`config.mk`:
```
export PLATFORM = sky130hd
export DESIGN_NAME = pipeline_hazard_controller
export DESIGN_NICKNAME = d
export VERILOG_FILES = /design/src/rtl/pipeline_hazard_controller.sv
export SDC_FILE = /design/constraint.sdc
export NUM_CORES = 1
export LEC_CHECK = 0
export ABC_AREA = 1
export BUFFER_PORTS_ARGS = -buffer_cell sky130_fd_sc_hd__buf_2
export CELL_PAD_IN_SITES_DETAIL_PLACEMENT = 1
export CELL_PAD_IN_SITES_GLOBAL_PLACEMENT = 1
export CORE_ASPECT_RATIO = 0.9
export CORE_UTILIZATION = 28
export CTS_BUF_LIST = sky130_fd_sc_hd__clkbuf_16
export CTS_CLUSTER_SIZE = 28
export DETAILED_ROUTE_END_ITERATION = 10
export GPL_TIMING_DRIVEN = 1
export PLACE_DENSITY_LB_ADDON = 0.1
export SETUP_SLACK_MARGIN = 0.15
export SLEW_MARGIN = 20
export SYNTH_ARGS = -nofsm -noshare
export SYNTH_HDL_FRONTEND = slang
export SYNTH_SLANG_ARGS = --single-unit
```
`constraint.sdc`:
```
create_clock -name clk -period 3.8 [get_ports clk]
set_input_delay 0.38 -clock clk [delete_from_list [all_inputs] [get_ports clk]]
set_output_delay 0.38 -clock clk [all_outputs]
set_load 0.02 [all_outputs]
```
`src/rtl/pipeline_hazard_controller.sv`:
```
// ---------------------------------------------------------------------------
// pipeline_hazard_controller
//
// Central sequencer for the 5-stage pipeline (fetch/decode/execute/memory/
// writeback). It inserts bubbles on load-use hazards, freezes the pipe while
// data memory is busy, and owns branch_ref. branch_ref is the epoch bit that
// every pipeline unit compares with its captured branch bit. A mismatch makes
// that unit emit a NOP, which squashes wrong-path instructions.
//
// Optional feature: define PIPE_CTRL_PERF_EN to build the stall and flush
// performance counters. When the macro is undefined, both counters read 0 and
// cnt_clr is ignored.
//
// Parameters
//   FLUSH_CYCLES       cycles FLUSH is held after a taken branch (1..15)
//   LOAD_STALL_CYCLES  bubbles inserted per load-use hazard (1..7)
//   CNT_W              width of the performance counters
//
// Ports
//   clk, rst                      clock; synchronous active-high reset
//   dec_valid/rn/rm/uses_rn/rm    decode-stage source operand information
//   ex_valid/is_load/rd           execute-stage destination information
//   br_taken                      execute resolved a taken branch
//   mem_req, mem_ready            data-memory handshake of the memory stage
//   cnt_clr                       clear the performance counters
//   stall_if/id/ex, bubble_ex     pipeline hold and bubble controls
//   branch_ref                    epoch bit sent to all pipeline units
//   flush_active                  controller is in FLUSH
//   stall_count, flush_count      saturating performance counters
// ---------------------------------------------------------------------------
module pipeline_hazard_controller #(
    parameter int unsigned FLUSH_CYCLES      = 2,
    parameter int unsigned LOAD_STALL_CYCLES = 1,
    parameter int unsigned CNT_W             = 16
) (
    input  logic             clk,
    input  logic             rst,
    input  logic             dec_valid,
    input  logic [3:0]       dec_rn,
    input  logic [3:0]       dec_rm,
    input  logic             dec_uses_rn,
    input  logic             dec_uses_rm,
    input  logic             ex_valid,
    input  logic             ex_is_load,
    input  logic [3:0]       ex_rd,
    input  logic             br_taken,
    input  logic             mem_req,
    input  logic             mem_ready,
    input  logic             cnt_clr,
    output logic             stall_if,
    output logic             stall_id,
    output logic             stall_ex,
    output logic             bubble_ex,
    output logic             branch_ref,
    output logic             flush_active,
    output logic [CNT_W-1:0] stall_count,
    output logic [CNT_W-1:0] flush_count
);

    typedef enum logic [1:0] {StRun, StLstall, StMemWait, StFlush} state_e;

    localparam logic [3:0] FlushLoad  = 4'(FLUSH_CYCLES - 1);
    // Only used when LOAD_STALL_CYCLES > 1; the first bubble is issued from StRun.
    localparam logic [3:0] LstallLoad = 4'(LOAD_STALL_CYCLES - 2);

    state_e     state_q, state_d;
    logic [3:0] cnt_q, cnt_d;
    logic       branch_ref_q;
    logic       hz_load, mem_wait, br_accept;

    always_comb begin
        hz_load  = ex_valid & ex_is_load & dec_valid &
                   ((dec_uses_rn & (dec_rn == ex_rd)) | (dec_uses_rm & (dec_rm == ex_rd)));
        mem_wait = mem_req & ~mem_ready;

        state_d      = state_q;
        cnt_d        = cnt_q;
        br_accept    = 1'b0;
        stall_if     = 1'b0;
        stall_id     = 1'b0;
        stall_ex     = 1'b0;
        bubble_ex    = 1'b0;
        flush_active = 1'b0;

        unique case (state_q)
            StRun, StLstall, StFlush: begin
                flush_active = (state_q == StFlush);
                if (br_taken) begin
                    br_accept = 1'b1;
                    cnt_d     = FlushLoad;
                    state_d   = StFlush;
                end else if (mem_wait) begin
                    stall_if = 1'b1;
                    stall_id = 1'b1;
                    stall_ex = 1'b1;
                    state_d  = StMemWait;
                end else if ((state_q == StLstall) || ((state_q == StRun) && hz_load)) begin
                    stall_if  = 1'b1;
                    stall_id  = 1'b1;
                    bubble_ex = 1'b1;
                    if (state_q == StRun) begin
                        if (LOAD_STALL_CYCLES > 1) begin
                            cnt_d   = LstallLoad;
                            state_d = StLstall;
                        end
                    end else if (cnt_q == 4'd0) begin
                        state_d = StRun;
                    end else begin
                        cnt_d = cnt_q - 4'd1;
                    end
                end else if (state_q == StFlush) begin
                    // Decode holds wrong-path work here, so hazards are not checked.
                    if (cnt_q == 4'd0) begin
                        state_d = StRun;
                    end else begin
                        cnt_d = cnt_q - 4'd1;
                    end
                end
            end
            StMemWait: begin
                // Execute is frozen, so br_taken and hz_load are stale and ignored.
                stall_if = ~mem_ready;
                stall_id = ~mem_ready;
                stall_ex = ~mem_ready;
                if (mem_ready) begin
                    state_d = StRun;
                end
            end
            default: state_d = StRun;
        endcase

        if (rst) begin
            stall_if     = 1'b0;
            stall_id     = 1'b0;
            stall_ex     = 1'b0;
            bubble_ex    = 1'b0;
            flush_active = 1'b0;
            br_accept    = 1'b0;
        end
    end

    always_ff @(posedge clk) begin
        if (rst) begin
            state_q      <= StRun;
            cnt_q        <= 4'd0;
            branch_ref_q <= 1'b0;
        end else begin
            state_q <= state_d;
            cnt_q   <= cnt_d;
            if (br_accept) begin
                branch_ref_q <= ~branch_ref_q;
            end
        end
    end

    assign branch_ref = branch_ref_q;

`ifdef PIPE_CTRL_PERF_EN
    logic [CNT_W-1:0] stall_count_q, flush_count_q;

    always_ff @(posedge clk) begin
        if (rst || cnt_clr) begin
            stall_count_q <= '0;
            flush_count_q <= '0;
        end else begin
            if (stall_if && !(&stall_count_q)) begin
                stall_count_q <= stall_count_q + CNT_W'(1);
            end
            if (br_accept && !(&flush_count_q)) begin
                flush_count_q <= flush_count_q + CNT_W'(1);
            end
        end
    end

    assign stall_count = stall_count_q;
    assign flush_count = flush_count_q;
`else
    logic unused_perf;
    assign unused_perf = ^{cnt_clr, br_accept};
    assign stall_count = '0;
    assign flush_count = '0;
`endif

endmodule

```
==> flow_summary.toml, run 1 <==
[run_status]
status = "completed"

[critical_path]
critPathTopFamily = "simple AND/OR/NAND/NOR gates"
path_buf_inv = 3
cp_max_fo = 4
startpoint_type = "primary input"
arrival_ns = 1.40
reg2reg_from = "cnt_q[1]"
critical_path.cell_chain = "buf_2 > inv_1 > nand2_1 > nand2_1 > nor2_1 > nand3_1 > nand2_1 > nand3_1 > nand3_1 > nand2_1 > a21oi_2 > buf_2"
required_ns = 3.42
rr_endpoint = "cnt_q[3]"
reg2reg_slack_ns = 2.38
cpMostUsedCell = "nand2_1"
crit_slowest_cell = "buf_2"
critPathKind = "in2out"
slowest_delay_ns = 0.18
worstSetupEndpointType = "output pin"
r2r_cells = 8

[yosys]
synth_largest_area_cell = "buf_4"
yosysTopAreaCellShare_pct = 27.69
async_flop_share_pct = 0
synthMostInstantiatedCell = "buf_4"
yosysWarnings = 0
synth_area_leaders = "buf_4 (28%), dfxtp_1 (16%), nand2_1 (10%), inv_1 (8.0%), nor2_1 (6.3%)"
syn-cell-area_um2 = 894.6
synth_area_per_cell_um2 = 6.530
synth.distinct_cells = 27
syn_inst = 137
ys_dominant_reg_cell = "dfxtp_1"
synth_common_cells = "buf_4 (33), nand2_1 (25), inv_1 (19)"
ys_ff_latch = 7
ys_seq_area_share_pct = 15.66
synth_edf_count = 0

[hold_path]
hold_depth = 2
hold_class = "in2reg"
hold_start = "rst"
holdPathEnd = "cnt_q[1]"

[placed_design]
port_buffers = 27
hpwlAfterDp_um = 1550
place_area_um2 = 947.2
pre_cts_ws_ns = 1.988
place_congestion = 0.7174

[die]
core-area_um2 = 3043
die_h_um = 55.63
start_util_pct = 29.40
die_w_um = 61.58
ios = 61
dieArea_um2 = 3425
row_count = 19

[clock_network]
clk_pin_slew_ns = 0.04
post_cts_resized = 0
cts_tree = "yes"
cts_made_buffers = 3
ctsHoldBuffers = 0
clock-sinks = 7
cts_setup_buffers = 0
insertion_delay_ns = 0.23
htree_levels = 1
root_buffer = "clkbuf_16"
clock_path_buffers = 2

[finish]
regArea_um2 = 140.1
drive_gt1_share_pct = 27.88
final_cell_area_um2 = 1026
syn_to_final_growth_pct = 14.68
nNetsFinal = 191
diodes = 0
multi_input_area_um2 = 533.0
nFillCells = 430

[run]
drv_cap = 0

[timing]
final_max_slew_viol_count = 0
rsz0062_at_grt = "no"
finalSetupViolations = 0
layout_setup_ws_ns = 2.019
min_period_ns = 1.781
period_share_pct = 46.88
setup_tns_ns = 0
worst_clock_skew_ns = 0.0003218
timing.fmax_mhz = 561.4
hold_viol = 0

[global_route]
grt-ovfl-total = 0
grt_pass1_wl_um = 2994
grt_pass1_vias = 757
grt_max_degree = 9
grt_usage_pct = 11.61
antenna_found_initial = 0

[route]
drt-initial-drc-count = 11
vias = 795
avgRoutedWirePerCell_um = 8.652
drc_errors = 0
postRouteAntennaNets = 0
wl_um = 1791
dr.pass1.iters = 4
vias_per_cell = 3.841

[pwr]
total_power_w = 0.0003772
ir_drop_mv = 0.2321
power_density_nw_per_um2 = 367.7
power.leakage_nw = 0.5805
-- report_power, final --
part           switching, W  internal (W)  total (W)
Combinational     0.0000790     0.0000342   0.000113
Clock             0.0000394      0.000137   0.000176
Sequential       0.00000702     0.0000807  0.0000878
-- state kept, by name (all words and copies together), names as in the netlist --
name        cells
state_q         2
branch_ref      1
cnt_q           4
-- how the worst max path moves through the flow --
stage	from	to	depth (start not counted)
finish	ex_rd[0]	stall_id	12
global placement	ex_rd[2]	stall_id	11
global route	ex_rd[1]	stall_id	12
floorplan	ex_rd[1]	stall_if	11
CTS	ex_rd[1]	stall_id	12
detailed placement	ex_rd[1]	stall_id	12
-- metrics by stage --
step	utilization, %	cells	hold WS [ns]
final	33.72	207	0.4464
after global routing	33.72	207	0.4671
after CTS	33.72	207	0.4450
after detailed placement	31.13	203	0.4604
after global placement	31.13	203	0.4499
after floorplan	-	168	0.4391
-- kinds of logic (layout without fill, tap and decap cells) --
group	after synthesis	count (layout)	share of synthesized area, %
buf+inv	57	54	37.76
simple gates	56	56	32.31
compound gates	13	13	10.07
flops	7	7	15.66
fa+ha+maj	2	2	2.797
other cells	1	32	0.4192
xor+xnor	1	1	0.9792
-- placed cells by master, fill, tap and decap left out, types with 2 or more instances in the layout --
master / n
a21oi_1: 7
inv_1: 20
inv_2: 4
nor3_2: 2
ha_1: 2
nand2_1: 25
clkbuf_16: 3
dfxtp_1: 7
nor2_1: 15
nand3_2: 2
conb_1: 32
buf_2: 27
nor2_4: 2
nand3_1: 4
-- area by class of cell --
class / instances / area share, %
clock buffers: 3 / 7.317
repair buffers: 27 / 13.17
inverters: 23 / 8.415
multi-input cells: 104 / 51.95
flip-flops and latches: 7 / 13.66
well taps: 42 / 5.122
clock inverters: 1 / 0.3659
-- per-layer routing --
layer / up-vias / GRT usage (%) / share of wire (%)
met1: 343 / 13.13 / 45
met3: 4 / 2.093 / 5.8
met5: - / 0 / 0
met2: 34 / 20.12 / 48
met4: 0 / 5.714 / 1.6
li1: 414 / - / -
No activity file was read; power rests on OpenSTA's default activity.
==> inputs of run 2 (changes only) <==
CORE_UTILIZATION = 26   (was 28)
clock period = 1.7 ns   (was 3.8 ns; I/O delays follow)
==> flow_summary.toml, run 2 (synthesis gave the netlist of run 1 again) <==
[run_status]
status = "completed"

[clock_network]
cts_made_buffers = 3
root_buffer = "clkbuf_16"
htree_levels = 1
insertion_delay_ns = 0.23
clock-sinks = 7
cts_tree = "yes"
clk_pin_slew_ns = 0.04
clock_path_buffers = 2

[finish]
nNetsFinal = 191
nFillCells = 436
largest_register_ff_count = 4
diodes = 0
drive_gt1_share_pct = 30.91
final_common_cell = "conb_1"
layout_common_cells = "conb_1 (32), nand2_1 (25), buf_2 (25)"
syn_to_final_growth_pct = 16.78
regMostFlops = "cnt_q"

[pwr]
power.leakage_nw = 0.5819
pwr-share-seq_pct = 23.3
power_density_nw_per_um2 = 809.5
total_power_w = 0.0008457
combPwrFrac_pct = 30.4
sw_frac_of_total_pct = 33.12
p_int_w = 0.0005656
p_clk_share_pct = 46.2
switchingPower_w = 0.0002801
ir_drop_mv = 0.6054

[run]
drv_cap = 0

[route]
vias = 799
avgRoutedWirePerCell_um = 8.812
drt-initial-drc-count = 10
wl_um = 1824
drc_errors = 0
postRouteAntennaNets = 0
dr.pass1.iters = 4
vias_per_cell = 3.860

[timing]
min_period_ns = 1.423
period_share_pct = 83.70
rsz0062_at_grt = "yes"
hold_viol = 0
setup_tns_ns = 0
final_max_slew_viol_count = 0
worst_clock_skew_ns = 0.002067
finalSetupViolations = 0
timing.fmax_mhz = 702.8

[global_route]
grt_pass1_wl_um = 2925
globalRouteMet3Util_pct = 3.150
grt_max_degree = 9
grt_pass1_vias = 697
grt.met1_usage_pct = 11.88
met2_usage_pct = 17.63
grt_usage_pct = 10.34
grt-ovfl-total = 0
antenna_found_initial = 0
grt_busiest_layer = "met2"

[die]
die_h_um = 57.65
core-area_um2 = 3162
die_w_um = 63.83
ios = 61
dieArea_um2 = 3680
row_count = 19
start_util_pct = 28.29

[critical_path]
worstSetupEndpointType = "output pin"
critPathKind = "reg2out"
startpoint_type = "register"
required_ns = 1.53
arrival_ns = 1.25
reg2reg_slack_ns = 0.32
cp_max_fo = 5

[hold_path]
hold_class = "in2reg"

[placed_design]
hpwlAfterDp_um = 1572
place_congestion = 0.6926
port_buffers = 27
run 2: cell counts in the layout (fill, tap and decap cells not counted):
No cell type changed its count.
run 2: area by class of cell:
class	count	area [µm²]	area share, %
clock buffer	3	75.07	7.186
clock inverter	1	3.754	0.3593
inverter	23	86.33	8.263
multi-input combinational	104	540.5	51.74
sequential	7	146.4	14.01
tap	42	52.55	5.030
timing repair buffer	27	140.1	13.41
run 2: path summary, 6_finish.rpt:
| kind | endpoint | start | cells past startpoint |
|---|---|---|---|
| max reg2reg | cnt_q[3] | cnt_q[1] | 8 |
| max | stall_id | state_q[0] | 6 |
| min reg2reg | branch_ref | branch_ref | 1 |
| min | state_q[0] | rst | 2 |
run 2: repair_timing:
| action | in CTS | in global routing |
|---|---|---|
| hold buffers | 0 | 0 |
| resized for setup | 1 | 7 |
| pin swaps | 0 | 0 |
| hold endpoints to repair | 0 | 0 |
| buffers inserted | 0 | 0 |
| setup endpoints to repair | 2 | 4 |
run 2: critical path, cell delays in order, from the launching register on:
cell     delay [ns]
dfxtp_4        0.36
nor2_1         0.13
nand3_2        0.10
nand3_1        0.07
nand2_1        0.06
a21oi_2        0.14
buf_4          0.16
run 2: through the flow:
step	setup WS, ns	area (µm²)	hold WS, ns	std cells	util (%)
finish	0.2771	1045	0.2195	207	33.04
global route	0.1468	1045	0.2456	207	33.04
CTS	0.2209	1027	0.2305	207	32.49
detailed placement	0.2455	947.2	0.4438	203	29.96
global placement	0.2902	947.2	0.4337	203	29.96
floorplan	0.3264	1011	0.3564	168	-
run 2: power groups by stage:
stage,combinational (W),sequential [W],clock [W]
after global routing,0.000287,0.000199,0.000418
after global placement,0.000251,0.000198,0
final,0.000257,0.000197,0.000391
after floorplan,0.000251,0.000198,0
after CTS,0.000256,0.000196,0.000400
after detailed placement,0.000255,0.000198,0
run 2: per-layer routing:
metal  share of wire [%]  vias to the layer above
met5                   0                        -
met4                0.77                        0
met3                 7.7                        4
met2                  47                       39
met1                  45                      347
li1                    -                      409
